==> config.mk <==
export PLATFORM = sky130hd
export DESIGN_NAME = osnt_sume_10g_rate_limiter
export DESIGN_NICKNAME = d
export VERILOG_FILES = /design/src/rtl/osnt_sume_rl_pkg.sv /design/src/rtl/osnt_sume_axis_skid_slice.sv /design/src/rtl/osnt_sume_10g_rate_limiter.sv
export SDC_FILE = /design/constraint.sdc
export NUM_CORES = 1
export LEC_CHECK = 0
export ABC_AREA = 0
export BUFFER_PORTS_ARGS = -buffer_cell sky130_fd_sc_hd__buf_2
export CORE_MARGIN = 2
export CORE_UTILIZATION = 30
export CTS_CLUSTER_DIAMETER = 80
export CTS_CLUSTER_SIZE = 25
export DETAILED_ROUTE_END_ITERATION = 8
export PLACE_DENSITY = 0.54
export SLEW_MARGIN = 20
export SYNTH_ARGS = -nofsm -noshare
export SYNTH_HDL_FRONTEND = slang
export SYNTH_SLANG_ARGS = --single-unit
export TNS_END_PERCENT = 100
==> constraint.sdc <==
create_clock -name axis_aclk -period 37.2 [get_ports axis_aclk]
set_input_delay 7.44 -clock axis_aclk [delete_from_list [all_inputs] [get_ports axis_aclk]]
set_output_delay 7.44 -clock axis_aclk [all_outputs]
set_load 0.01 [all_outputs]
==> src/rtl/osnt_sume_rl_pkg.sv <==
// -----------------------------------------------------------------------------
// osnt_sume_rl_pkg
//  Shared definitions for the OSNT SUME 10G rate limiter (IPG shaper).
//  Contents:
//   rl_state_e      - shaper FSM state encoding (IDLE=0, PASS=1, GAP=2)
//   RL_STATE_W      - width of the state encoding
//   RL_DEFAULT_IPG  - default inter-packet gap in idle cycles, for software
//                     and integration code that needs a power-on value
// -----------------------------------------------------------------------------
package osnt_sume_rl_pkg;

   localparam int RL_STATE_W = 2;

   // IDLE: waiting for a packet head (gated by rl_enable)
   // PASS: mid-packet, beats flow regardless of rl_enable
   // GAP : enforcing idle cycles after the last beat of a packet
   typedef enum logic [RL_STATE_W-1:0] {
      RL_IDLE = 2'd0,
      RL_PASS = 2'd1,
      RL_GAP  = 2'd2
   } rl_state_e;

   localparam logic [31:0] RL_DEFAULT_IPG = 32'd12;

endpackage : osnt_sume_rl_pkg

==> src/rtl/osnt_sume_axis_skid_slice.sv <==
// -----------------------------------------------------------------------------
// osnt_sume_axis_skid_slice
//  Two-entry AXI-Stream register slice. Data-agnostic: the caller packs
//  whatever sideband it needs into s_data / m_data.
//  - One cycle latency from an input handshake to m_valid.
//  - Full throughput while m_ready stays high.
//  - When m_ready drops, the beat already in flight is caught in the skid
//    register; s_ready then falls until the skid entry drains.
//  - m_valid / m_data come straight from flops; m_data is held while
//    m_valid & ~m_ready.
// Ports:
//  clk      in   clock
//  reset    in   synchronous, active-high; empties both entries
//  s_data   in   WIDTH  input payload
//  s_valid  in   input valid
//  s_ready  out  input ready (low only while both entries are occupied)
//  m_data   out  WIDTH  output payload
//  m_valid  out  output valid
//  m_ready  in   output ready
// -----------------------------------------------------------------------------
module osnt_sume_axis_skid_slice #(
   parameter int WIDTH = 201
) (
   input  logic             clk,
   input  logic             reset,
   input  logic [WIDTH-1:0] s_data,
   input  logic             s_valid,
   output logic             s_ready,
   output logic [WIDTH-1:0] m_data,
   output logic             m_valid,
   input  logic             m_ready
);

   logic             out_valid_q, out_valid_d;
   logic [WIDTH-1:0] out_data_q,  out_data_d;
   logic             skid_valid_q, skid_valid_d;
   logic [WIDTH-1:0] skid_data_q,  skid_data_d;
   logic             in_fire;

   // s_ready depends only on a flop, so no combinational path runs from
   // m_ready back to the upstream stage.
   assign s_ready = ~skid_valid_q;
   assign in_fire = s_valid & ~skid_valid_q;

   always_comb begin
      // NOTE: every variable gets its hold value first so no path through
      // the block leaves it unassigned; otherwise a latch is inferred.
      out_valid_d  = out_valid_q;
      out_data_d   = out_data_q;
      skid_valid_d = skid_valid_q;
      skid_data_d  = skid_data_q;

      if (!out_valid_q || m_ready) begin
         // Output register is free (or being drained this cycle): refill it,
         // oldest beat first. s_ready is low while the skid holds a beat,
         // so in_fire cannot coincide with skid_valid_q.
         if (skid_valid_q) begin
            out_valid_d  = 1'b1;
            out_data_d   = skid_data_q;
            skid_valid_d = 1'b0;
         end else begin
            out_valid_d = in_fire;
            if (in_fire) begin
               out_data_d = s_data;
            end
         end
      end else if (in_fire) begin
         // Output stalled: park the incoming beat in the skid entry.
         skid_valid_d = 1'b1;
         skid_data_d  = s_data;
      end
   end

   // NOTE: sequential state uses non-blocking assignments so every flop
   // samples the pre-edge value of every other flop.
   always_ff @(posedge clk) begin
      if (reset) begin
         out_valid_q  <= 1'b0;
         skid_valid_q <= 1'b0;
      end else begin
         out_valid_q  <= out_valid_d;
         skid_valid_q <= skid_valid_d;
      end
   end

   // NOTE: payload registers are not reset; they are only observed when the
   // matching valid flop is set, and leaving them out of reset keeps the
   // wide datapath off the reset network.
   always_ff @(posedge clk) begin
      out_data_q  <= out_data_d;
      skid_data_q <= skid_data_d;
   end

   assign m_valid = out_valid_q;
   assign m_data  = out_data_q;

endmodule : osnt_sume_axis_skid_slice

==> src/rtl/osnt_sume_10g_rate_limiter.sv <==
// -----------------------------------------------------------------------------
// osnt_sume_10g_rate_limiter
//  Per-port inter-packet-gap shaper placed upstream of the 10G TX queue.
//  After each packet's last input beat the slave side is held not-ready for
//  ipg_cycles cycles; data is forwarded through a 2-entry register slice.
//  Optional build macro: OSNT_RATE_LIMIT_STATS_EN adds rl_stall_count.
// Ports:
//  axis_aclk       in   clock (156.25 MHz)
//  axis_reset      in   synchronous, active-high reset
//  s_axis_*        in/out  AXI-Stream slave (tdata/tkeep/tuser/tvalid/tlast in,
//                         tready out) from the generator/arbiter
//  m_axis_*        out/in  AXI-Stream master toward the TX queue
//  rl_enable       in   1 = new packets may start, 0 = hold at packet boundary
//  ipg_cycles      in   idle cycles enforced after each packet (sampled at tlast)
//  clear           in   synchronous clear of the counters
//  rl_pkt_count    out  packets accepted on s_axis (wraps)
//  rl_stall_count  out  cycles with s_axis_tvalid high during GAP (saturates);
//                       present only with OSNT_RATE_LIMIT_STATS_EN
// -----------------------------------------------------------------------------
module osnt_sume_10g_rate_limiter
   import osnt_sume_rl_pkg::*;
#(
   parameter int C_M_AXIS_DATA_WIDTH  = 64,
   parameter int C_S_AXIS_DATA_WIDTH  = 64,   // must equal the master width
   parameter int C_M_AXIS_TUSER_WIDTH = 128,
   parameter int C_S_AXIS_TUSER_WIDTH = 128,  // must equal the master width
   parameter int C_S_AXI_DATA_WIDTH   = 32
) (
   input  logic                              axis_aclk,
   input  logic                              axis_reset,

   input  logic [C_S_AXIS_DATA_WIDTH-1:0]    s_axis_tdata,
   input  logic [C_S_AXIS_DATA_WIDTH/8-1:0]  s_axis_tkeep,
   input  logic [C_S_AXIS_TUSER_WIDTH-1:0]   s_axis_tuser,
   input  logic                              s_axis_tvalid,
   output logic                              s_axis_tready,
   input  logic                              s_axis_tlast,

   output logic [C_M_AXIS_DATA_WIDTH-1:0]    m_axis_tdata,
   output logic [C_M_AXIS_DATA_WIDTH/8-1:0]  m_axis_tkeep,
   output logic [C_M_AXIS_TUSER_WIDTH-1:0]   m_axis_tuser,
   output logic                              m_axis_tvalid,
   input  logic                              m_axis_tready,
   output logic                              m_axis_tlast,

   input  logic                              rl_enable,
   input  logic [C_S_AXI_DATA_WIDTH-1:0]     ipg_cycles,
   input  logic                              clear,
   output logic [31:0]                       rl_pkt_count
`ifdef OSNT_RATE_LIMIT_STATS_EN
   ,
   output logic [31:0]                       rl_stall_count
`endif
);

   localparam int KEEP_W    = C_M_AXIS_DATA_WIDTH / 8;
   localparam int PAYLOAD_W = 1 + C_M_AXIS_TUSER_WIDTH + KEEP_W + C_M_AXIS_DATA_WIDTH;

   rl_state_e                     state_q, state_d;
   logic [C_S_AXI_DATA_WIDTH-1:0] gap_cnt_q, gap_cnt_d;
   logic [31:0]                   pkt_count_q, pkt_count_d;

   logic                          skid_ready;
   logic                          s_ready;
   logic                          s_fire;
   logic [PAYLOAD_W-1:0]          s_payload;
   logic [PAYLOAD_W-1:0]          m_payload;

   // ---------------------------------------------------------------------------
   // Input ready: rl_enable only gates packet heads (IDLE); a started packet
   // always completes.
   // ---------------------------------------------------------------------------
   always_comb begin
      s_ready = 1'b0;
      unique case (state_q)
         RL_IDLE: s_ready = rl_enable & skid_ready;
         RL_PASS: s_ready = skid_ready;
         RL_GAP:  s_ready = 1'b0;
         default: s_ready = 1'b0;
      endcase
   end

   assign s_fire        = s_axis_tvalid & s_ready;
   // Held low throughout reset, regardless of the state flop's pre-reset value.
   assign s_axis_tready = s_ready & ~axis_reset;

   // ---------------------------------------------------------------------------
   // Next-state / gap counter. The gap is counted on the input side, so
   // downstream backpressure can only lengthen the spacing seen on m_axis.
   // ---------------------------------------------------------------------------
   always_comb begin
      state_d   = state_q;
      gap_cnt_d = gap_cnt_q;

      unique case (state_q)
         RL_IDLE, RL_PASS: begin
            if (s_fire) begin
               if (!s_axis_tlast) begin
                  state_d = RL_PASS;
               end else if (ipg_cycles != '0) begin
                  // ipg_cycles is sampled here only; later changes affect
                  // the next gap.
                  state_d   = RL_GAP;
                  gap_cnt_d = ipg_cycles;
               end else begin
                  state_d = RL_IDLE;
               end
            end
         end
         RL_GAP: begin
            gap_cnt_d = gap_cnt_q - 1'b1;
            if (gap_cnt_q == C_S_AXI_DATA_WIDTH'(1)) begin
               state_d = RL_IDLE;
            end
         end
         default: state_d = RL_IDLE;
      endcase
   end

   // Packet counter: clear wins over a same-cycle increment; wraps naturally.
   always_comb begin
      pkt_count_d = pkt_count_q;
      if (clear) begin
         pkt_count_d = '0;
      end else if (s_fire && s_axis_tlast) begin
         pkt_count_d = pkt_count_q + 32'd1;
      end
   end

   always_ff @(posedge axis_aclk) begin
      if (axis_reset) begin
         state_q     <= RL_IDLE;
         gap_cnt_q   <= '0;
         pkt_count_q <= '0;
      end else begin
         state_q     <= state_d;
         gap_cnt_q   <= gap_cnt_d;
         pkt_count_q <= pkt_count_d;
      end
   end

   assign rl_pkt_count = pkt_count_q;

`ifdef OSNT_RATE_LIMIT_STATS_EN
   // ---------------------------------------------------------------------------
   // Stall statistics: cycles a source is waiting on the shaper's gap.
   // ---------------------------------------------------------------------------
   logic [31:0] stall_count_q, stall_count_d;

   always_comb begin
      stall_count_d = stall_count_q;
      if (clear) begin
         stall_count_d = '0;
      end else if (s_axis_tvalid && (state_q == RL_GAP) && (stall_count_q != '1)) begin
         stall_count_d = stall_count_q + 32'd1;
      end
   end

   always_ff @(posedge axis_aclk) begin
      if (axis_reset) begin
         stall_count_q <= '0;
      end else begin
         stall_count_q <= stall_count_d;
      end
   end

   assign rl_stall_count = stall_count_q;
`else
   // Statistics disabled: no stall counter is built.
`endif

   // ---------------------------------------------------------------------------
   // Datapath: pack, slice, unpack. Only accepted beats enter the slice.
   // ---------------------------------------------------------------------------
   assign s_payload = {s_axis_tlast, s_axis_tuser, s_axis_tkeep, s_axis_tdata};

   osnt_sume_axis_skid_slice #(
      .WIDTH (PAYLOAD_W)
   ) u_skid (
      .clk     (axis_aclk),
      .reset   (axis_reset),
      .s_data  (s_payload),
      .s_valid (s_fire),
      .s_ready (skid_ready),
      .m_data  (m_payload),
      .m_valid (m_axis_tvalid),
      .m_ready (m_axis_tready)
   );

   assign {m_axis_tlast, m_axis_tuser, m_axis_tkeep, m_axis_tdata} = m_payload;

endmodule : osnt_sume_10g_rate_limiter

Word level (Yosys, flattened, before mapping):

Index checks and enable logic that the tools add are counted.

* bitwise gates (word level): 7
* reductions and logical operators: 14
* muxes and demuxes: 13
* eq/ne operators: 7
* add/subtract/negate cells: 2

Operators by type and width (number)
* two-way mux 201 bit: 2
* two-way mux 32 bit: 3
* one-hot mux 32 bit (2 select lines): 1
* adder 32 x 1 -> 32 bit, second input constant: 1
* == test 32 x 1 -> 1 bit, second input constant: 1
* nonzero test 32 bit: 1
* subtractor 32 x 1 -> 32 bit, second input constant: 1
* two-way mux 2 bit: 4
* != test 2 bit, second input constant: 4
* AND reduction 2 bit: 3
* OR reduction 2 bit: 3
* AND 1 bit: 4
* one-hot mux 2 bit (2 select lines): 1
* AND reduction 4 bit: 1
* nonzero test 2 bit: 2
* NOT 1 bit: 3
* == test 2 x 1 -> 1 bit, second input constant: 1
* == test 2 bit, second input constant: 1
* logical NOT 2 bit: 1
* one-hot mux 1 bit (2 select lines): 1
* logical AND 1 bit: 1
* logical NOT 1 bit: 1
* logical OR 1 bit: 1
* two-way mux 1 bit: 1

* output and inout port bits: 235
* bits in registers: 470
* input port bits: 239

Logic depth before layout (Yosys ltp):

* depth in word-level cells: 7
* gate-level depth with buffers: 8
* depth with buffers taken out: 7

Cells and area by module:

From an unflattened synthesis, not the netlist that was laid out.

* cell total of the unflattened synthesis: 1047
* area, all modules: 18675.4 um^2

Modules (own cells, without submodules)
* osnt_sume_axis_skid_slice: instances 1, sequential area each 12111.6 um^2, area each 15189.6 um^2, cells an instance 635
* osnt_sume_10g_rate_limiter: instances 1, sequential area each 1321.3 um^2, area each 3485.8 um^2, cells an instance 412

Worst setup path before layout:

No wires, ideal clock.

* path type: input -> register
* from: in rl_enable
* to: reg u_skid.out_data_q[0], in the netlist u_skid.m_data[0] (enable)
* data arrival time: 17.509 ns
* cell stages on the path: 4
* setup time: 0.829 ns
* setup slack: 18.862 ns
* path buffers: 0
* required time: 36.371 ns
* path through: nor2_1 nor3_1 a21oi_1 a21oi_1

* longest elaborated chain between the ends: 6

RTL lines
* from (decl): RTL line osnt_sume_10g_rate_limiter.sv:46 `input logic rl_enable,`
* AND 1 bit: RTL line osnt_sume_10g_rate_limiter.sv:76 `RL_IDLE: s_ready = rl_enable & skid_ready;`
* one-hot mux 1 bit (2 select lines): RTL line osnt_sume_10g_rate_limiter.sv:75 `unique case (state_q)`
* AND 1 bit: RTL line osnt_sume_10g_rate_limiter.sv:83 `assign s_fire = s_axis_tvalid & s_ready;`
* AND 1 bit: RTL line osnt_sume_axis_skid_slice.sv:43 `assign in_fire = s_valid & ~skid_valid_q;`
* nonzero test 2 bit (no source line)
* AND reduction 2 bit (no source line)
* to (signal assigned): RTL line osnt_sume_axis_skid_slice.sv:90 `out_data_q <= out_data_d;`
* to (decl): RTL line osnt_sume_axis_skid_slice.sv:35 `logic [WIDTH-1:0] out_data_q, out_data_d;`

No other way between the ends.
A chain may end at the register's enable or synchronous reset.

Worst setup path after layout:

* from: in axis_reset
* to: out s_axis_tready

* longest elaborated chain between the ends: 2

RTL lines
* from (decl): RTL line osnt_sume_10g_rate_limiter.sv:30 `input logic axis_reset,`
* NOT 1 bit: RTL line osnt_sume_10g_rate_limiter.sv:85 `assign s_axis_tready = s_ready & ~axis_reset;`
* AND 1 bit: RTL line osnt_sume_10g_rate_limiter.sv:85
* to (decl): RTL line osnt_sume_10g_rate_limiter.sv:36 `output logic s_axis_tready,`

No other way between the ends.

==> flow_metrics.tcl <==
set metrics [dict create \
    hpwlAfterDp_um 32000 \
    clock-sinks 470 \
    synth-edff-count 402 \
    grtUsageMet2 0.233 \
    routed_wl_um 46200 \
    clock_power_share 0.359 \
    power_switching_uw 269 \
    placedCellCount 2280 \
    ff2ff_setup_slack_ns 33.74 \
    start_kind "primary input" \
    ys_seq_area_frac 0.747 \
    design.core.area_um2 59100 \
    synth_fp_nets 1310 \
    cp-end-kind "output port" \
    synth_top_cell_area_share 0.671 \
    crit_path_frequent_cell "buf_2" \
    ctsHoldBuffers 0 \
    clk_latency_ns 0.61 \
    regToRegEndpoint "u_skid.skid_data_q[109]$_DFFE_PP_" \
    path_cells "buf_2 -> nor4_1 -> buf_2" \
    peakVddDrop_mv 0.0315 \
    die_height_um 249 \
    reg2reg_depth 5 \
    power_mw 1.08 \
    hp-class "flip-flop to flip-flop" \
    h-tree-depth 1 \
    worstMarginPinSlew_ns 1.05 \
    place_area_um2 21300 \
    synth_warnings 0 \
    drv_cap 0 \
    hold_viol_final 0 \
    min_path_cells 2 \
    powerDensity_nw_per_um2 48.4 \
    cts_buffer_depth 3 \
    n_fill_cell 5639 \
    post-route-period-util 0.426 \
    fmax_mhz 63.0 \
    synthFlopType "edfxtp_1" \
    finalNetCount 1782 \
    hold_end "gap_cnt_q[13]$_SDFFE_PP0P_" \
    dr_total_vias 11100 \
    critPathTopFamily "buffers and inverters" \
    synth_area_um2 18000 \
    use_met3 0.0410 \
    cp_slowest_cell "buf_2" \
    skew_ns 0.0207 \
    postSynthAreaPerCell_um2 16.8 \
    synth_cells 1068 \
    io_buffer_count 473 \
    mostFrequentLayoutCells "buf_2 (473), edfxtp_1 (402), mux2_2 (201)" \
    cp.arrival_ns 8.42 \
    p_comb_frac 0.083 \
    die_area_um2 61900 \
    pwr-share-seq 0.558 \
    route.detailed.drc 0 \
    grt_pass1_wl_um 70000 \
    grt_pass1_vias 11200 \
    antenna_found_initial 8 \
    grt_overflow 0 \
    cts_tree "built" \
    busiest_layer "met2" \
    initial_utilization 0.304 \
    slew_violations 0 \
    die_w_um 249 \
    path_buf_inv 2 \
    power.internal_uw 815 \
    post_cts_buffers 0 \
    async_flop_share 0 \
    clkTransAtPathRegs_ns 0.09 \
    final_cells 2338 \
    rows 89 \
    mostFrequentLayoutCell "buf_2" \
    wire_per_inst_um 19.8 \
    critical_path.max_fanout 51 \
    drive_above_1_share 0.479 \
    path_class "primary input to output port" \
    finalInstanceArea_um2 22400 \
    synthTopCellsByArea "edfxtp_1 (67%), mux2_2 (13%), dfxtp_1 (7.6%)" \
    fin_setup_tns_ns 0 \
    cts-resized-gates 0 \
    status "completed" \
    grt_max_degree 75 \
    grt_use_met1 0.194 \
    synth_top_area_cell "edfxtp_1" \
    syn2layout_area_growth_pct 24.5 \
    fin_crit_ns 15.86 \
    drtIter0Drc 717 \
    ant_nets 0 \
    root_buffer "clkbuf_16" \
    hold_start "gap_cnt_q[13]$_SDFFE_PP0P_" \
    grt_usage 0.144 \
    drtPass1Iterations 5 \
    rsz0062_at_grt "no" \
    cpPeakStageDelay_ns 0.69 \
    finalSetupViolCount 0 \
    ys_types 49 \
    cp.required_ns 29.76 \
    cellLeakagePower_nw 7.99 \
    r2r-start "state_q[0]$_SDFFE_PP0P_" \
    viasPerCell 4.76 \
    synth_seq_cells 470 \
    io_pins 474 \
    numCtsBuffers 31 \
    whs_ns 0.488 \
    slew_headroom 0.298 \
    p_sw_frac 0.248 \
    routabilityCongestion 0.811 \
]
[flip-flops by register name, summed over array words and instances, names as in the netlist]
name,flops
u_skid.m_data,201
u_skid.skid_data_q,201
gap_cnt_q,32
rl_pkt_count,32
state_q,2
u_skid.m_valid,1
u_skid.skid_valid_q,1
[tightest hold or removal path, stage by stage, from the launching register on]
cell and delay (ns):
dfxtp_1 0.32, nand2_1 0.05, a311oi_1 0.08
[synth_stat cells, types with 5 or more instances]
cell type	n
o211ai_1	12
inv_1	9
nor2_1	39
dfxtp_1	68
mux2_2	201
clkbuf_1	42
nand3_1	25
a21oi_1	33
nor4_1	18
nor3_1	21
o311ai_0	10
nand2_1	29
o31ai_1	5
o21ai_0	13
edfxtp_1	402
or4_1	9
a31oi_1	15
xnor2_1	11
nand4_1	21
xor2_1	7
and4_1	8
or3_1	24
[worst max path at each step]
| stage | from | to | slack, ns | cells after the start |
|---|---|---|---|---|
| 2_1_floorplan | rl_enable | u_skid.m_data[0]$_DFFE_PP_ | 18.86 | 4 |
| 3_3_place_gp | axis_reset | s_axis_tready | 21.33 | 3 |
| 3_5_place_dp | axis_reset | s_axis_tready | 21.34 | 3 |
| 4_1_cts | axis_reset | s_axis_tready | 21.33 | 3 |
| 5_1_grt | axis_reset | s_axis_tready | 21.23 | 3 |
| 6_report | axis_reset | s_axis_tready | 21.34 | 3 |
[metal layers]
metal,vias to the layer above,wire length [um]
met4,14,634
met5,-,99
met2,392,21400
met3,57,3780
li1,5185,-
met1,5474,20300
[metrics by stage]
step | util | worst slack (ns)
after floorplan | - | 18.86
after global placement | 0.359 | 21.33
after detailed placement | 0.359 | 21.34
after CTS | 0.378 | 21.33
after global routing | 0.378 | 21.23
final | 0.378 | 21.34
[cells by family after synthesis]
logic type	share of synthesized area
flops	0.747
mux	0.128
simple gates	0.0667
compound gates	0.0363
fa+ha+maj	0.00209
xor+xnor	0.00877
buf+inv	0.0114
[final cells by class]
cell class | instances | area [um^2] | area share
sequential | 470 | 13400 | 0.600
multi-input combinational | 544 | 4360 | 0.195
timing repair buffer | 484 | 2450 | 0.109
tap | 773 | 967 | 0.0432
clock buffer | 35 | 791 | 0.0353
clock inverter | 21 | 330 | 0.0148
inverter | 9 | 33.8 | 0.00151
antenna | 2 | 5.00 | 0.000224
[power by group through the flow]
stage / sequential, mW / clock, mW / combinational [mW]
5_1_grt: 0.607 / 0.422 / 0.0987
6_report: 0.604 / 0.389 / 0.0900
3_3_place_gp: 0.616 / 0 / 0.0900
2_1_floorplan: 0.631 / 0 / 0.0385
3_5_place_dp: 0.616 / 0 / 0.0911
4_1_cts: 0.604 / 0.405 / 0.0916
No activity file was read; power rests on OpenSTA's default activity.
